[src/rtl/parking_pkg.sv]
// Shared types and default timing constants for the parking gate controller.
package parking_pkg;

  typedef enum logic [2:0] {
    IDLE,
    CHECK,
    OPEN,
    EVENT,
    CLOSE,
    DENY
  } lane_state_t;

  typedef struct packed {
    logic valid;
    logic is_uni;
  } lane_event_t;

  localparam int OPEN_TIMEOUT_DEF = 255;
  localparam int DENY_HOLD_DEF    = 4;

endpackage

[src/rtl/parking_lane_fsm.sv]
// One barrier lane: request/vacancy check, open window with pass timeout, event pulse,
// deny hold and a close phase that waits for the car to clear before re-arming.
module parking_lane_fsm
  import parking_pkg::*;
#(
  parameter int OPEN_TIMEOUT  = OPEN_TIMEOUT_DEF,
  parameter int DENY_HOLD     = DENY_HOLD_DEF,
  parameter bit CHECK_VACANCY = 1'b1
) (
  input  logic        clk,
  input  logic        rst_n,
  input  logic        i_req,
  input  logic        i_is_uni,
  input  logic        i_passed,
  input  logic        i_vacancy,
  output logic        o_cls,
  output logic        o_gate_open,
  output logic        o_denied,
  output logic        o_timeout,
  output lane_event_t o_event
);

  localparam int TW = $clog2(OPEN_TIMEOUT);
  localparam int DW = $clog2(DENY_HOLD + 1);
  localparam logic [TW-1:0] TIMER_LAST = TW'(OPEN_TIMEOUT - 1);
  localparam logic [DW-1:0] DENY_LAST  = DW'(DENY_HOLD - 1);

  lane_state_t r_state;
  logic [TW-1:0] r_timer;
  logic [DW-1:0] r_deny_cnt;
  logic          r_cls;
  logic          r_gate_open;
  logic          r_denied;
  logic          r_timeout;
  lane_event_t   r_event;

  always_ff @(posedge clk or negedge rst_n) begin
    if (!rst_n) begin
      r_state     <= IDLE;
      r_timer     <= '0;
      r_deny_cnt  <= '0;
      r_cls       <= 1'b0;
      r_gate_open <= 1'b0;
      r_denied    <= 1'b0;
      r_timeout   <= 1'b0;
      r_event     <= '0;
    end else begin
      r_event   <= '0;
      r_timeout <= 1'b0;
      case (r_state)
        IDLE: begin
          if (i_req) begin
            r_cls <= i_is_uni;
            if (CHECK_VACANCY) begin
              r_state <= CHECK;
            end else begin
              r_state     <= OPEN;
              r_timer     <= '0;
              r_gate_open <= 1'b1;
            end
          end
        end
        CHECK: begin
          if (i_vacancy) begin
            r_state     <= OPEN;
            r_timer     <= '0;
            r_gate_open <= 1'b1;
          end else begin
            r_state    <= DENY;
            r_deny_cnt <= DENY_LAST;
            r_denied   <= 1'b1;
          end
        end
        OPEN: begin
          // A pass on the timeout edge still counts as a pass.
          if (i_passed) begin
            r_state <= EVENT;
            r_event <= '{valid: 1'b1, is_uni: r_cls};
          end else if (r_timer == TIMER_LAST) begin
            r_state     <= CLOSE;
            r_gate_open <= 1'b0;
            r_timeout   <= 1'b1;
          end else begin
            r_timer <= r_timer + TW'(1);
          end
        end
        EVENT: begin
          r_state     <= CLOSE;
          r_gate_open <= 1'b0;
        end
        CLOSE: begin
          if (!i_passed && !i_req) begin
            r_state <= IDLE;
          end
        end
        DENY: begin
          if (r_deny_cnt == '0) begin
            r_state  <= CLOSE;
            r_denied <= 1'b0;
          end else begin
            r_deny_cnt <= r_deny_cnt - DW'(1);
          end
        end
        default: begin
          r_state     <= IDLE;
          r_gate_open <= 1'b0;
          r_denied    <= 1'b0;
        end
      endcase
    end
  end

  assign o_cls       = r_cls;
  assign o_gate_open = r_gate_open;
  assign o_denied    = r_denied;
  assign o_timeout   = r_timeout;
  assign o_event     = r_event;

endmodule

[src/rtl/parking_gate_ctrl.sv]
// Entry and exit barrier controller feeding the occupancy counter with one event per passing car.
module parking_gate_ctrl
  import parking_pkg::*;
#(
  parameter int OPEN_TIMEOUT = OPEN_TIMEOUT_DEF,
  parameter int DENY_HOLD    = DENY_HOLD_DEF
) (
  input  logic clk,
  input  logic rst_n,
  input  logic entry_req,
  input  logic entry_is_uni,
  input  logic entry_passed,
  input  logic exit_req,
  input  logic exit_is_uni,
  input  logic exit_passed,
  input  logic uni_is_vacated_space,
  input  logic is_vacated_space,
  output logic entry_gate_open,
  output logic exit_gate_open,
  output logic entry_denied,
  output logic car_entered,
  output logic is_uni_car_entered,
  output logic car_exited,
  output logic is_uni_car_exited,
  output logic entry_timeout,
  output logic exit_timeout
);

  logic        w_entry_cls;
  logic        w_entry_vacancy;
  lane_event_t w_entry_event;
  logic        w_exit_cls;
  logic        w_exit_denied;
  lane_event_t w_exit_event;
  logic        w_unused_exit;

  // Vacancy is judged against the class latched with the request, not the live input.
  assign w_entry_vacancy = w_entry_cls ? uni_is_vacated_space : is_vacated_space;

  parking_lane_fsm #(
    .OPEN_TIMEOUT (OPEN_TIMEOUT),
    .DENY_HOLD    (DENY_HOLD),
    .CHECK_VACANCY(1'b1)
  ) u_entry_lane (
    .clk        (clk),
    .rst_n      (rst_n),
    .i_req      (entry_req),
    .i_is_uni   (entry_is_uni),
    .i_passed   (entry_passed),
    .i_vacancy  (w_entry_vacancy),
    .o_cls      (w_entry_cls),
    .o_gate_open(entry_gate_open),
    .o_denied   (entry_denied),
    .o_timeout  (entry_timeout),
    .o_event    (w_entry_event)
  );

  parking_lane_fsm #(
    .OPEN_TIMEOUT (OPEN_TIMEOUT),
    .DENY_HOLD    (DENY_HOLD),
    .CHECK_VACANCY(1'b0)
  ) u_exit_lane (
    .clk        (clk),
    .rst_n      (rst_n),
    .i_req      (exit_req),
    .i_is_uni   (exit_is_uni),
    .i_passed   (exit_passed),
    .i_vacancy  (1'b0),
    .o_cls      (w_exit_cls),
    .o_gate_open(exit_gate_open),
    .o_denied   (w_exit_denied),
    .o_timeout  (exit_timeout),
    .o_event    (w_exit_event)
  );

  assign w_unused_exit = w_exit_cls ^ w_exit_denied;

  assign car_entered        = w_entry_event.valid;
  assign is_uni_car_entered = w_entry_event.is_uni;
  assign car_exited         = w_exit_event.valid;
  assign is_uni_car_exited  = w_exit_event.is_uni;

endmodule

[config.mk]
export PLATFORM = sky130hd
export DESIGN_NAME = parking_gate_ctrl
export DESIGN_NICKNAME = d
export VERILOG_FILES = /design/src/rtl/parking_pkg.sv /design/src/rtl/parking_lane_fsm.sv /design/src/rtl/parking_gate_ctrl.sv
export SDC_FILE = /design/constraint.sdc
export NUM_CORES = 1
export LEC_CHECK = 0
export CAP_MARGIN = 40
export CORE_UTILIZATION = 30
export CTS_BUF_LIST = sky130_fd_sc_hd__clkbuf_2 sky130_fd_sc_hd__clkbuf_4 sky130_fd_sc_hd__clkbuf_8
export CTS_CLUSTER_SIZE = 40
export DETAILED_ROUTE_END_ITERATION = 12
export PLACE_DENSITY_LB_ADDON = 0.25
export SYNTH_ARGS = -nofsm -noshare
export SYNTH_HDL_FRONTEND = slang
export SYNTH_SLANG_ARGS = --single-unit
[constraint.sdc]
create_clock -name clk -period 2 [get_ports clk]
set_input_delay 0.3 -clock clk [delete_from_list [all_inputs] [get_ports clk]]
set_output_delay 0.3 -clock clk [all_outputs]
set_load 0.01 [all_outputs]
==> Yosys cells after proc, flatten, opt, wreduce, memory -nomap -nowiden <==
Index checks and enable logic that the tools add are counted.
W data, S select, Z words.
{ "word_totals": {"elab_cells": 130, "reg_bits": 39} }
{ "op_classes": {"n_mux": 48, "bitwise_logic": 3, "add_sub_neg": 4, "n_reduce_logical": 28, "n_eq_ne": 30} }
{ "ops": {"columns": ["op", "count"], "rows": [
  ["$mux W8", 6],
  ["$mux W3", 14],
  ["$pmux W3 S6", 2],
  ["$pmux W8 S2", 2],
  ["$reduce_and A4 Y1", 6],
  ["$ne A2 B2 Y1 const B", 9],
  ["$add A8 B1 Y8 const B", 2],
  ["$eq A8 B8 Y1 const B", 2],
  ["$mux W1", 15],
  ["$ne A2 B1 Y1 const B", 7],
  ["$eq A3 B2 Y1 const B", 4],
  ["$eq A3 B3 Y1 const B", 4],
  ["$logic_not A3 Y1", 4],
  ["$pmux W3 S2", 2],
  ["$pmux W1 S3", 3],
  ["$mux W2", 4],
  ["$reduce_bool A2 Y1", 4],
  ["$eq A3 B1 Y1 const B", 2],
  ["$ne A3 B2 Y1 const B", 2],
  ["$reduce_and A2 Y1", 3],
  ["$reduce_and A3 Y1", 2],
  ["$reduce_or A3 Y1", 2],
  ["$sub A3 B1 Y3 const B", 2],
  ["$logic_not A1 Y1", 4],
  ["3 further kinds", 6]
]} }

==> Depth between registers and ports, before layout <==
Gate-level depths: netlist (run 1).
{ "logic_depth": {"word_depth": 4, "ltp_mapped": 7, "mapped_depth_nobuf": 6} }

==> By module <==
A second synthesis (run 1) with hierarchy kept.
{ "unflattened": {"hier_cells": 229, "area_unflattened_um2": 2200.9} }
{ "modules_own_cells": {"columns": ["mod", "cells_per_inst", "seq_area_each_um2", "area_per_inst_um2", "instances"], "rows": [
  ["parking_lane_fsm at u_entry_lane", 112, 500.5, 1098.6, 1],
  ["parking_lane_fsm at u_exit_lane", 115, 500.5, 1083.5, 1],
  ["parking_gate_ctrl", 2, 0.0, 18.8, 1]
]} }

==> Least setup slack after synthesis (run 1) <==
OpenSTA, ideal clock, no wires.
{ "synth_path": {"kind": "reg-to-reg", "startpoint": "register u_exit_lane.r_state[2]", "endpoint": "register u_exit_lane.r_timer[1]", "path_stages_with_launch": 6, "setup_slack_ns": 0.221, "path_buffers": 2, "required_time_ns": 1.875, "synth_period_minus_slack_ns": 1.779, "t_arrival_ns": 1.654, "path_cell_list": "dfrtp_1 > buf_2 > or4b_2 > nand2b_1 > buf_6 > mux2_4"} }
{ "synth_via": {"elab_chain_len": 3, "elab_cells_between_ends": 8, "classes_between": "eq/ne (4); mux (1); reduce/logical (3)"} }
{ "synth_rtl": {"columns": ["element", "line", "rtl"], "rows": [
  ["start, declared", "parking_lane_fsm.sv:28", "lane_state_t r_state;"],
  ["start signal, assigned", "parking_lane_fsm.sv:39", "r_state <= IDLE;"],
  ["start signal, assigned", "parking_lane_fsm.sv:55", "r_state <= CHECK;"],
  ["start signal, assigned", "parking_lane_fsm.sv:57", "r_state <= OPEN;"],
  ["$eq A3 B2 Y1 or $logic_not A3 Y1 (tied branches)", "parking_lane_fsm.sv:50", "case (r_state)"],
  ["$ne A2 B2 Y1 (no line) or $reduce_bool A2 Y1 (tied branches)", null, null],
  ["$reduce_and A4 Y1 (no line)", null, null],
  ["end signal, assigned", "parking_lane_fsm.sv:84", "r_timer <= r_timer + TW'(1);"],
  ["end, declared", "parking_lane_fsm.sv:29", "logic [TW-1:0] r_timer;"]
]} }
Several ways; a longest one is shown, not always the timed one.
A chain may end at the register's enable or synchronous reset.

==> Worst setup path in the final report (run 1) <==
{ "layout_path": {"startpoint": "register u_entry_lane.r_timer[0]", "endpoint": "register u_entry_lane.r_state[2]"} }
{ "layout_via": {"elab_chain_len": 3} }
{ "layout_rtl": {"columns": ["element", "line", "rtl"], "rows": [
  ["start, declared", "parking_lane_fsm.sv:29", null],
  ["start signal, assigned", "parking_lane_fsm.sv:84", null],
  ["$eq A8 B8 Y1", "parking_lane_fsm.sv:79", "end else if (r_timer == TIMER_LAST) begin"],
  ["$ne A3 B2 Y1 (no line)", null, null],
  ["$reduce_and A4 Y1 (no line)", null, null],
  ["end signal, assigned", "parking_lane_fsm.sv:77", "r_state <= EVENT;"],
  ["end signal, assigned", "parking_lane_fsm.sv:80", "r_state <= CLOSE;"],
  ["end signal, assigned", "parking_lane_fsm.sv:88", "r_state <= CLOSE;"],
  ["end, declared", "parking_lane_fsm.sv:28", null]
]} }
No other way between the ends.

==> results of run 1 <==
cells by family after synthesis:
kind of cell,synth area share
mux,0.0370
buf+inv,0.0480
fa+ha+maj,0.0463
simple gates,0.206
flops,0.451
compound gates,0.212
through the flow:
step,utilization,power (mW),cell area (um^2)
6_report,0.383,3.03,2630
5_1_grt,0.383,3.30,2630
4_1_cts,0.383,3.06,2630
3_5_place_dp,0.370,2.50,2540
3_3_place_gp,0.370,2.49,2540
2_1_floorplan,-,2.07,2160
worst min-delay path by stage:
stage / from / to / slack [ns] / depth (start not counted)
2_1_floorplan: rst_n / u_entry_lane.o_cls$_DFFE_PN0P_ / 0.004 / 0
3_3_place_gp: rst_n / u_entry_lane.r_timer[6]$_DFFE_PN0P_ / 0.39 / 2
3_5_place_dp: rst_n / u_entry_lane.r_timer[6]$_DFFE_PN0P_ / 0.39 / 2
4_1_cts: rst_n / u_entry_lane.r_timer[6]$_DFFE_PN0P_ / 0.08 / 2
5_1_grt: rst_n / u_entry_lane.r_timer[6]$_DFFE_PN0P_ / 0.1 / 2
6_report: rst_n / u_entry_lane.r_timer[6]$_DFFE_PN0P_ / 0.06 / 2
sequential cells by signal, indices dropped and copies added, names as in the netlist:
signal,count
u_entry_lane.o_cls,1
u_entry_lane.o_denied,1
u_entry_lane.o_event,2
u_entry_lane.o_gate_open,1
u_entry_lane.o_timeout,1
u_entry_lane.r_deny_cnt,3
u_entry_lane.r_state,3
u_entry_lane.r_timer,8
u_exit_lane.o_cls,1
u_exit_lane.o_event,2
u_exit_lane.o_gate_open,1
u_exit_lane.o_timeout,1
u_exit_lane.r_deny_cnt,3
u_exit_lane.r_state,3
u_exit_lane.r_timer,8
power by group through the flow:
stage | Clock [mW] | Sequential [mW] | Combinational [mW]
finish | 0.549 | 1.19 | 1.30
global route | 0.607 | 1.23 | 1.46
CTS | 0.571 | 1.19 | 1.30
detailed placement | 0 | 1.20 | 1.30
global placement | 0 | 1.20 | 1.29
floorplan | 0 | 1.16 | 0.915
layout by cell type, fill, tap and decap left out, drive strengths merged, types with 2 or more instances in the layout:
master | netlist | routed
dfrtp | 39 | 39
buf | 5 | 20
nand2 | 18 | 18
nor2 | 17 | 17
o21ai | 17 | 17
clkdlybuf4s50 | 0 | 17
a21oi | 13 | 13
inv | 12 | 12
nand3 | 11 | 11
a31oi | 10 | 10
and3 | 8 | 8
ha | 8 | 8
clkbuf | 6 | 6
nor3 | 5 | 5
nand2b | 5 | 5
mux2 | 5 | 5
nand4 | 4 | 4
nor2b | 4 | 4
a211oi | 4 | 4
o22ai | 3 | 3
nor3b | 2 | 2
and4 | 2 | 2
o211ai | 2 | 2
mux2i | 2 | 2
or2 | 2 | 2
a21o | 2 | 2
a31o | 2 | 2
o31ai | 2 | 2
a41oi | 2 | 2
or3b | 2 | 2
area by class of cell:
class | instances | area (um^2) | share of cell area
multi-input combinational | 167 | 1080 | 0.412
sequential | 39 | 976 | 0.371
timing repair buffer | 37 | 318 | 0.121
tap | 96 | 120 | 0.0457
clock buffer | 6 | 82.6 | 0.0314
inverter | 12 | 45.0 | 0.0171
clock inverter | 1 | 5.00 | 0.00190
cells in the mapped netlist, drive strengths merged (2+ instances only):
| library cell | instances | area, um^2 |
|---|---|---|
| clkbuf | 6 | 25.0 |
| nand3 | 11 | 55.1 |
| or2 | 2 | 12.5 |
| ha | 8 | 100 |
| a31oi | 10 | 62.6 |
| nor2 | 17 | 63.8 |
| mux2i | 2 | 20.0 |
| nand2b | 5 | 31.3 |
| nand2 | 18 | 67.6 |
| nor3b | 2 | 15.0 |
| a211oi | 4 | 55.1 |
| or3b | 2 | 20.0 |
| a21oi | 13 | 65.1 |
| and4 | 2 | 17.5 |
| dfrtp | 39 | 976 |
| o21ai | 17 | 85.1 |
| nand4 | 4 | 25.0 |
| inv | 12 | 45.0 |
| nor2b | 4 | 25.0 |
| o31ai | 2 | 15.0 |
| o22ai | 3 | 18.8 |
| a21o | 2 | 15.0 |
| a41oi | 2 | 17.5 |
| buf | 5 | 33.8 |
| nor3 | 5 | 25.0 |
| a31o | 2 | 17.5 |
| mux2 | 5 | 60.1 |
| o211ai | 2 | 15.0 |
| and3 | 8 | 50.1 |
routing by layer:
| layer | part of all wire | wire (um) |
|---|---|---|
| met1 | 0.49 | 2320 |
| met2 | 0.47 | 2230 |
| met3 | 0.030 | 144 |
| met4 | 0.011 | 54 |
| met5 | 0 | 0 |
worst reg2reg max path, cell delays in order, from the launching register on:
cell and delay [ns]:
dfrtp_1 0.42, inv_1 0.07, ha_1 0.15, nand3_1 0.13, o211ai_1 0.38, nand3_1 0.16
o311a_1 0.32
==> flow_metrics.env, run 1 <==
export IMPL_startpoint="u_entry_lane.r_timer[0]$_DFFE_PN0P_"
export IMPL_cpPeakStageDelay_ns=0.42
export IMPL_hold_buffers=0
export IMPL_path_cells="inv_1, ha_1, nand3_1, o211ai_1, nand3_1, o311a_1"
export IMPL_finalWirelength_mm=4.75
export IMPL_cts_sinks=39
export IMPL_die_h_um=86.9
export IMPL_ant_nets=0
export IMPL_crit_fanout=5
export IMPL_wl_per_cell_um=13.3
export IMPL_drc=0
export IMPL_grt_pass1_wl_mm=8.17
export IMPL_postLayoutSetupSlackWorst_ns=0.253
export IMPL_cp_depth=6
export IMPL_io_pins=19
export IMPL_synth_edf_count=0
export IMPL_reg2reg_slack_ns=0.25
export IMPL_finalSetupViolCount=0
export IMPL_row_count=30
export IMPL_crit_family="compound AO/OA/AOI/OAI gates"
export IMPL_p_comb_frac=0.427
export IMPL_met1_usage=0.182
export IMPL_max_slew_margin=0.663
export IMPL_worst_pin_slew_ns=0.505
export IMPL_min_period_over_period=0.874
export IMPL_synthCells=229
export IMPL_numCtsBuffers=5
export IMPL_fin_nets=280
export IMPL_worstSetupEndpointType="flip-flop"
export IMPL_clkPwrFrac=0.181
export IMPL_area_delta_synth_final_pct=21.6
export IMPL_crit_top_cell="nand3_1"
export IMPL_status="completed"
export IMPL_track_usage=0.139
export IMPL_r2r_start="u_entry_lane.r_timer[0]$_DFFE_PN0P_"
export IMPL_gr_total_overflow=0
export IMPL_vias=1816
export IMPL_finalHoldViolations=0
export IMPL_rsz0062_at_grt="no"
export IMPL_grt_max_degree=40
export IMPL_drt_initial_drc_count=82
export IMPL_die_area_um2=7560
export IMPL_path_class="flip-flop to flip-flop"
export IMPL_cp_arrival_ns=1.92
export IMPL_clk_path_buf_depth=2
export IMPL_dp_slack_ns=0.0413
export IMPL_n_antenna_cell=0
export IMPL_skew_ns=0.00763
export IMPL_grt_busiest_layer="met2"
export IMPL_vdd_drop_max_uv=633
export IMPL_cp_required_ns=2.17
export IMPL_dp_hpwl_mm=3.39
export IMPL_slew_viol_final=0
export IMPL_clkTransAtPathRegs_ns=0.08
export IMPL_async_reset_ff_frac=1.00
export IMPL_power_switching_mw=1.14
export IMPL_p_per_area_nw_per_um2=1150
export IMPL_met2_usage=0.223
export IMPL_r2r_end="u_entry_lane.r_state[2]$_DFFE_PN0P_"
export IMPL_grt_pass1_vias=1787
export IMPL_routabilityCongestion=0.798
export IMPL_max_freq_mhz=572
export IMPL_switching_share=0.377
export IMPL_io_buffers=18
export IMPL_antenna_found_initial=0
export IMPL_yosysSeqAreaShare=0.451
export IMPL_ctsResizeCount=0
export IMPL_synth_area_um2=2160
export IMPL_cp_num_buf_inv=1
export IMPL_ys_types=50
export IMPL_ys_flop_type="dfrtp_1"
export IMPL_tns_ns=0
export IMPL_startpoint_type="flip-flop"
export IMPL_reg2regPathDepth=6
export IMPL_ctsRootBufferMaster="clkbuf_8"
export IMPL_drive_gt1_frac=0.156
export IMPL_clk_latency_ns=0.29
export IMPL_whs_ns=0.0607
export IMPL_cts_tree="built"
export IMPL_max_cap_violations=0
export IMPL_setup_worst_path_end="u_entry_lane.r_state[2]$_DFFE_PN0P_"
export IMPL_drt_pass1_iterations=4
export IMPL_pwr_share_seq=0.392
export IMPL_avgSynthCellArea_um2=9.45
export IMPL_htree_levels=2
export IMPL_yosysWarnings=0
export IMPL_cts_setup_buffers=0
export IMPL_dp_cells=351
export IMPL_syn_num_nets=247
export IMPL_core_area_um2=6870
export IMPL_yosys_register_bits=39
export IMPL_stdcell_count=358
export IMPL_p_int_mw=1.89
export IMPL_hold_class="input pin to async pin"
export IMPL_start_util=0.315
export IMPL_finalCriticalPeriod_ns=1.75
export IMPL_viasPerCell=5.07
export IMPL_met3_usage=0.0379
export IMPL_chipWidth_um=86.9
export IMPL_nFillCells=687
export IMPL_p_leak_nw=1.15
export IMPL_slowest_stage="dfrtp_1"
Note: power is estimated with default switching activity, not from simulation.
==> inputs of run 2 (changes only) <==
--- a/config.mk
+++ b/config.mk
@@ -7,8 +7,7 @@
 export LEC_CHECK = 0
 export CAP_MARGIN = 40
 export CORE_UTILIZATION = 30
-export CTS_BUF_LIST = sky130_fd_sc_hd__clkbuf_2 sky130_fd_sc_hd__clkbuf_4 sky130_fd_sc_hd__clkbuf_8
-export CTS_CLUSTER_SIZE = 40
+export CTS_BUF_LIST = sky130_fd_sc_hd__clkbuf_4 sky130_fd_sc_hd__clkbuf_8 sky130_fd_sc_hd__clkbuf_16
 export DETAILED_ROUTE_END_ITERATION = 12
 export PLACE_DENSITY_LB_ADDON = 0.25
 export SYNTH_ARGS = -nofsm -noshare
==> results of run 2 <==
The final DEF is identical to that of run 1; final timing and power are the same.
==> inputs of run 3 (changes only) <==
==> constraint.sdc (replaced) <==
create_clock -name clk -period 2 [get_ports clk]
set_input_delay 0.5 -clock clk [delete_from_list [all_inputs] [get_ports clk]]
set_output_delay 0.5 -clock clk [all_outputs]
set_load 0.01 [all_outputs]
==> run 3 against run 2 <==
Net effect: sequential power about the same; clock-buffer cell count up 1; clock skew down 0.0036 ns; cell count is 1.7% higher; clock power is essentially flat; design area rose by 1.5%; global-route usage is 0.12 points higher; total power grew 0.35%; fmax shrank 5.5%; non-clock buffer count grew 5; setup slack lost 0.10 ns; routed wire length is 0.21% higher.
==> flow_metrics.env, run 3 (synthesized netlist as in run 1, its figures left out) <==
export IMPL_status="completed"
export IMPL_cp_arrival_ns=2.02
export IMPL_skew_ns=0.00401
export IMPL_dp_hpwl_mm=3.36
export IMPL_io_pins=19
export IMPL_track_usage=0.140
export IMPL_p_leak_nw=1.18
export IMPL_reg_top3="u_entry_lane.r_timer: 8 flops, u_exit_lane.r_timer: 8 flops"
export IMPL_slowest_stage="or4b_2"
export IMPL_drt_pass1_iterations=5
export IMPL_multiInputGateArea_um2=1080
export IMPL_path_class="input pin to flip-flop"
export IMPL_finalWirelength_mm=4.76
export IMPL_cts_tree="built"
export IMPL_slew_viol_final=0
export IMPL_r2r_start="u_exit_lane.r_timer[0]$_DFFE_PN0P_"
export IMPL_start_util=0.315
export IMPL_fin_nets=285
export IMPL_min_period_over_period=0.924
export IMPL_whs_ns=0.254
export IMPL_final_common_cell="dfrtp_1"
export IMPL_clk_path_buf_depth=2
export IMPL_gr_total_overflow=0
export IMPL_grt_pass1_wl_mm=8.29
export IMPL_htree_levels=2
export IMPL_cp_num_buf_inv=1
export IMPL_cp_required_ns=2.18
export IMPL_reg2regPathDepth=6
export IMPL_vdd_drop_max_uv=498
export IMPL_ctsRootBufferMaster="clkbuf_8"
export IMPL_nFillCells=691
export IMPL_crit_family="simple AND/OR/NAND/NOR gates"
export IMPL_max_cap_violations=0
export IMPL_grt_max_degree=40
export IMPL_core_area_um2=6870
export IMPL_drt_initial_drc_count=59
export IMPL_finalCriticalPeriod_ns=1.85
export IMPL_numCtsBuffers=5
export IMPL_grt_pass1_vias=1758
export IMPL_io_buffers=18
export IMPL_cp_depth=4
export IMPL_clk_latency_ns=0.29
export IMPL_tns_ns=0
export IMPL_clkTransAtPathRegs_ns=0.08
export IMPL_finalHoldViolations=0
export IMPL_worstSetupEndpointType="flip-flop"
export IMPL_final_area_um2=2670
export IMPL_area_delta_synth_final_pct=23.4
export IMPL_wl_per_cell_um=13.1
export IMPL_dp_cells=354
export IMPL_placed_area_um2=2560
export IMPL_rsz0062_at_grt="no"
export IMPL_startpoint="exit_req"
export IMPL_n_antenna_cell=0
export IMPL_drive_gt1_frac=0.175
export IMPL_final_core_util=0.389
export IMPL_drc=0
export IMPL_die_area_um2=7560
export IMPL_reg2reg_slack_ns=0.26
export IMPL_hold_buffers=0
export IMPL_p_per_area_nw_per_um2=1140
export IMPL_max_slew_margin=0.662
export IMPL_crit_fanout=2
export IMPL_setup_worst_path_end="u_exit_lane.r_timer[1]$_DFFE_PN0P_"
export IMPL_final_cell_mix="39 x dfrtp_1, 24 x buf_4, 18 x nand2_1"
export IMPL_ant_nets=0
export IMPL_worst_pin_slew_ns=0.508
export IMPL_stdcell_count=364
export IMPL_viasPerCell=4.94
export IMPL_die_h_um=86.9
export IMPL_routabilityCongestion=0.814
export IMPL_chipWidth_um=86.9
export IMPL_seqCellArea_um2=976
export IMPL_finalSetupViolCount=0
export IMPL_max_freq_mhz=541
export IMPL_vias=1797
export IMPL_antenna_found_initial=0
export IMPL_hold_class="input pin to async pin"
export IMPL_row_count=30
export IMPL_r2r_end="u_exit_lane.r_timer[1]$_DFFE_PN0P_"
export IMPL_startpoint_type="input pin"
export IMPL_cpPeakStageDelay_ns=0.61
export IMPL_path_cells="clkdlybuf4s50_1, or4b_2, nand2b_1, mux2_4"
export IMPL_cts_sinks=39
-- run 3: cell count changes in the layout (fill, tap and decap cells not counted) --
cell      delta
clkbuf_4     +2
clkbuf_8     -1
buf_4        +5
-- run 3: power breakdown --
| part | switching [mW] | internal, mW |
|---|---|---|
| Clock | 0.277 | 0.272 |
| Combinational | 0.673 | 0.626 |
| Sequential | 0.192 | 1.00 |
| Total | 1.14 | 1.90 |
-- run 3: worst min-delay path by stage --
stage / start / end / slack, ns
finish: rst_n / u_entry_lane.r_timer[4]$_DFFE_PN0P_ / 0.25
global route: rst_n / u_entry_lane.o_event[0]$_DFF_PN0_ / 0.29
CTS: rst_n / u_entry_lane.o_event[0]$_DFF_PN0_ / 0.27
detailed placement: u_entry_lane.r_deny_cnt[0]$_DFFE_PN0P_ / u_entry_lane.r_deny_cnt[0]$_DFFE_PN0P_ / 0.47
global placement: u_exit_lane.r_timer[6]$_DFFE_PN0P_ / u_exit_lane.r_timer[6]$_DFFE_PN0P_ / 0.46
floorplan: rst_n / u_entry_lane.o_cls$_DFFE_PN0P_ / 0.20
-- run 3: what timing repair did --
action | in CTS | in global routing
hold endpoints to repair | 0 | 0
setup endpoints to repair | 0 | 1
resized for setup | 0 | 0
buffers inserted | 0 | 2
-- run 3: through the flow --
step | setup WS, ns | total power [mW]
floorplan | 0.221 | 2.07
global placement | -0.135 | 2.49
detailed placement | -0.159 | 2.51
CTS | 0.100 | 3.07
global route | 0.110 | 3.30
finish | 0.152 | 3.04
-- run 3: worst reg2reg max path: stages, from the launching register on --
cell and delay (ns):
dfrtp_1 0.41, inv_1 0.09, ha_1 0.19, and3_1 0.22, a211oi_4 0.24, nand2b_1 0.17
mux2_4 0.30
-- run 3: cell type report --
| class | instances | share of cell area |
|---|---|---|
| clock buffer | 7 | 0.0314 |
| clock inverter | 1 | 0.00188 |
| inverter | 12 | 0.0169 |
| multi-input combinational | 167 | 0.406 |
| sequential | 39 | 0.366 |
| tap | 96 | 0.0450 |
| timing repair buffer | 42 | 0.133 |
-- run 3: metal layers --
metal / global-route usage / vias up / part of all wire / routed length, um
li1: - / 918 / - / -
met1: 0.186 / 828 / 0.49 / 2320
met2: 0.226 / 44 / 0.46 / 2170
met3: 0.0284 / 7 / 0.039 / 186
met4: 0.0485 / 0 / 0.016 / 74
met5: 0 / - / 0 / 0
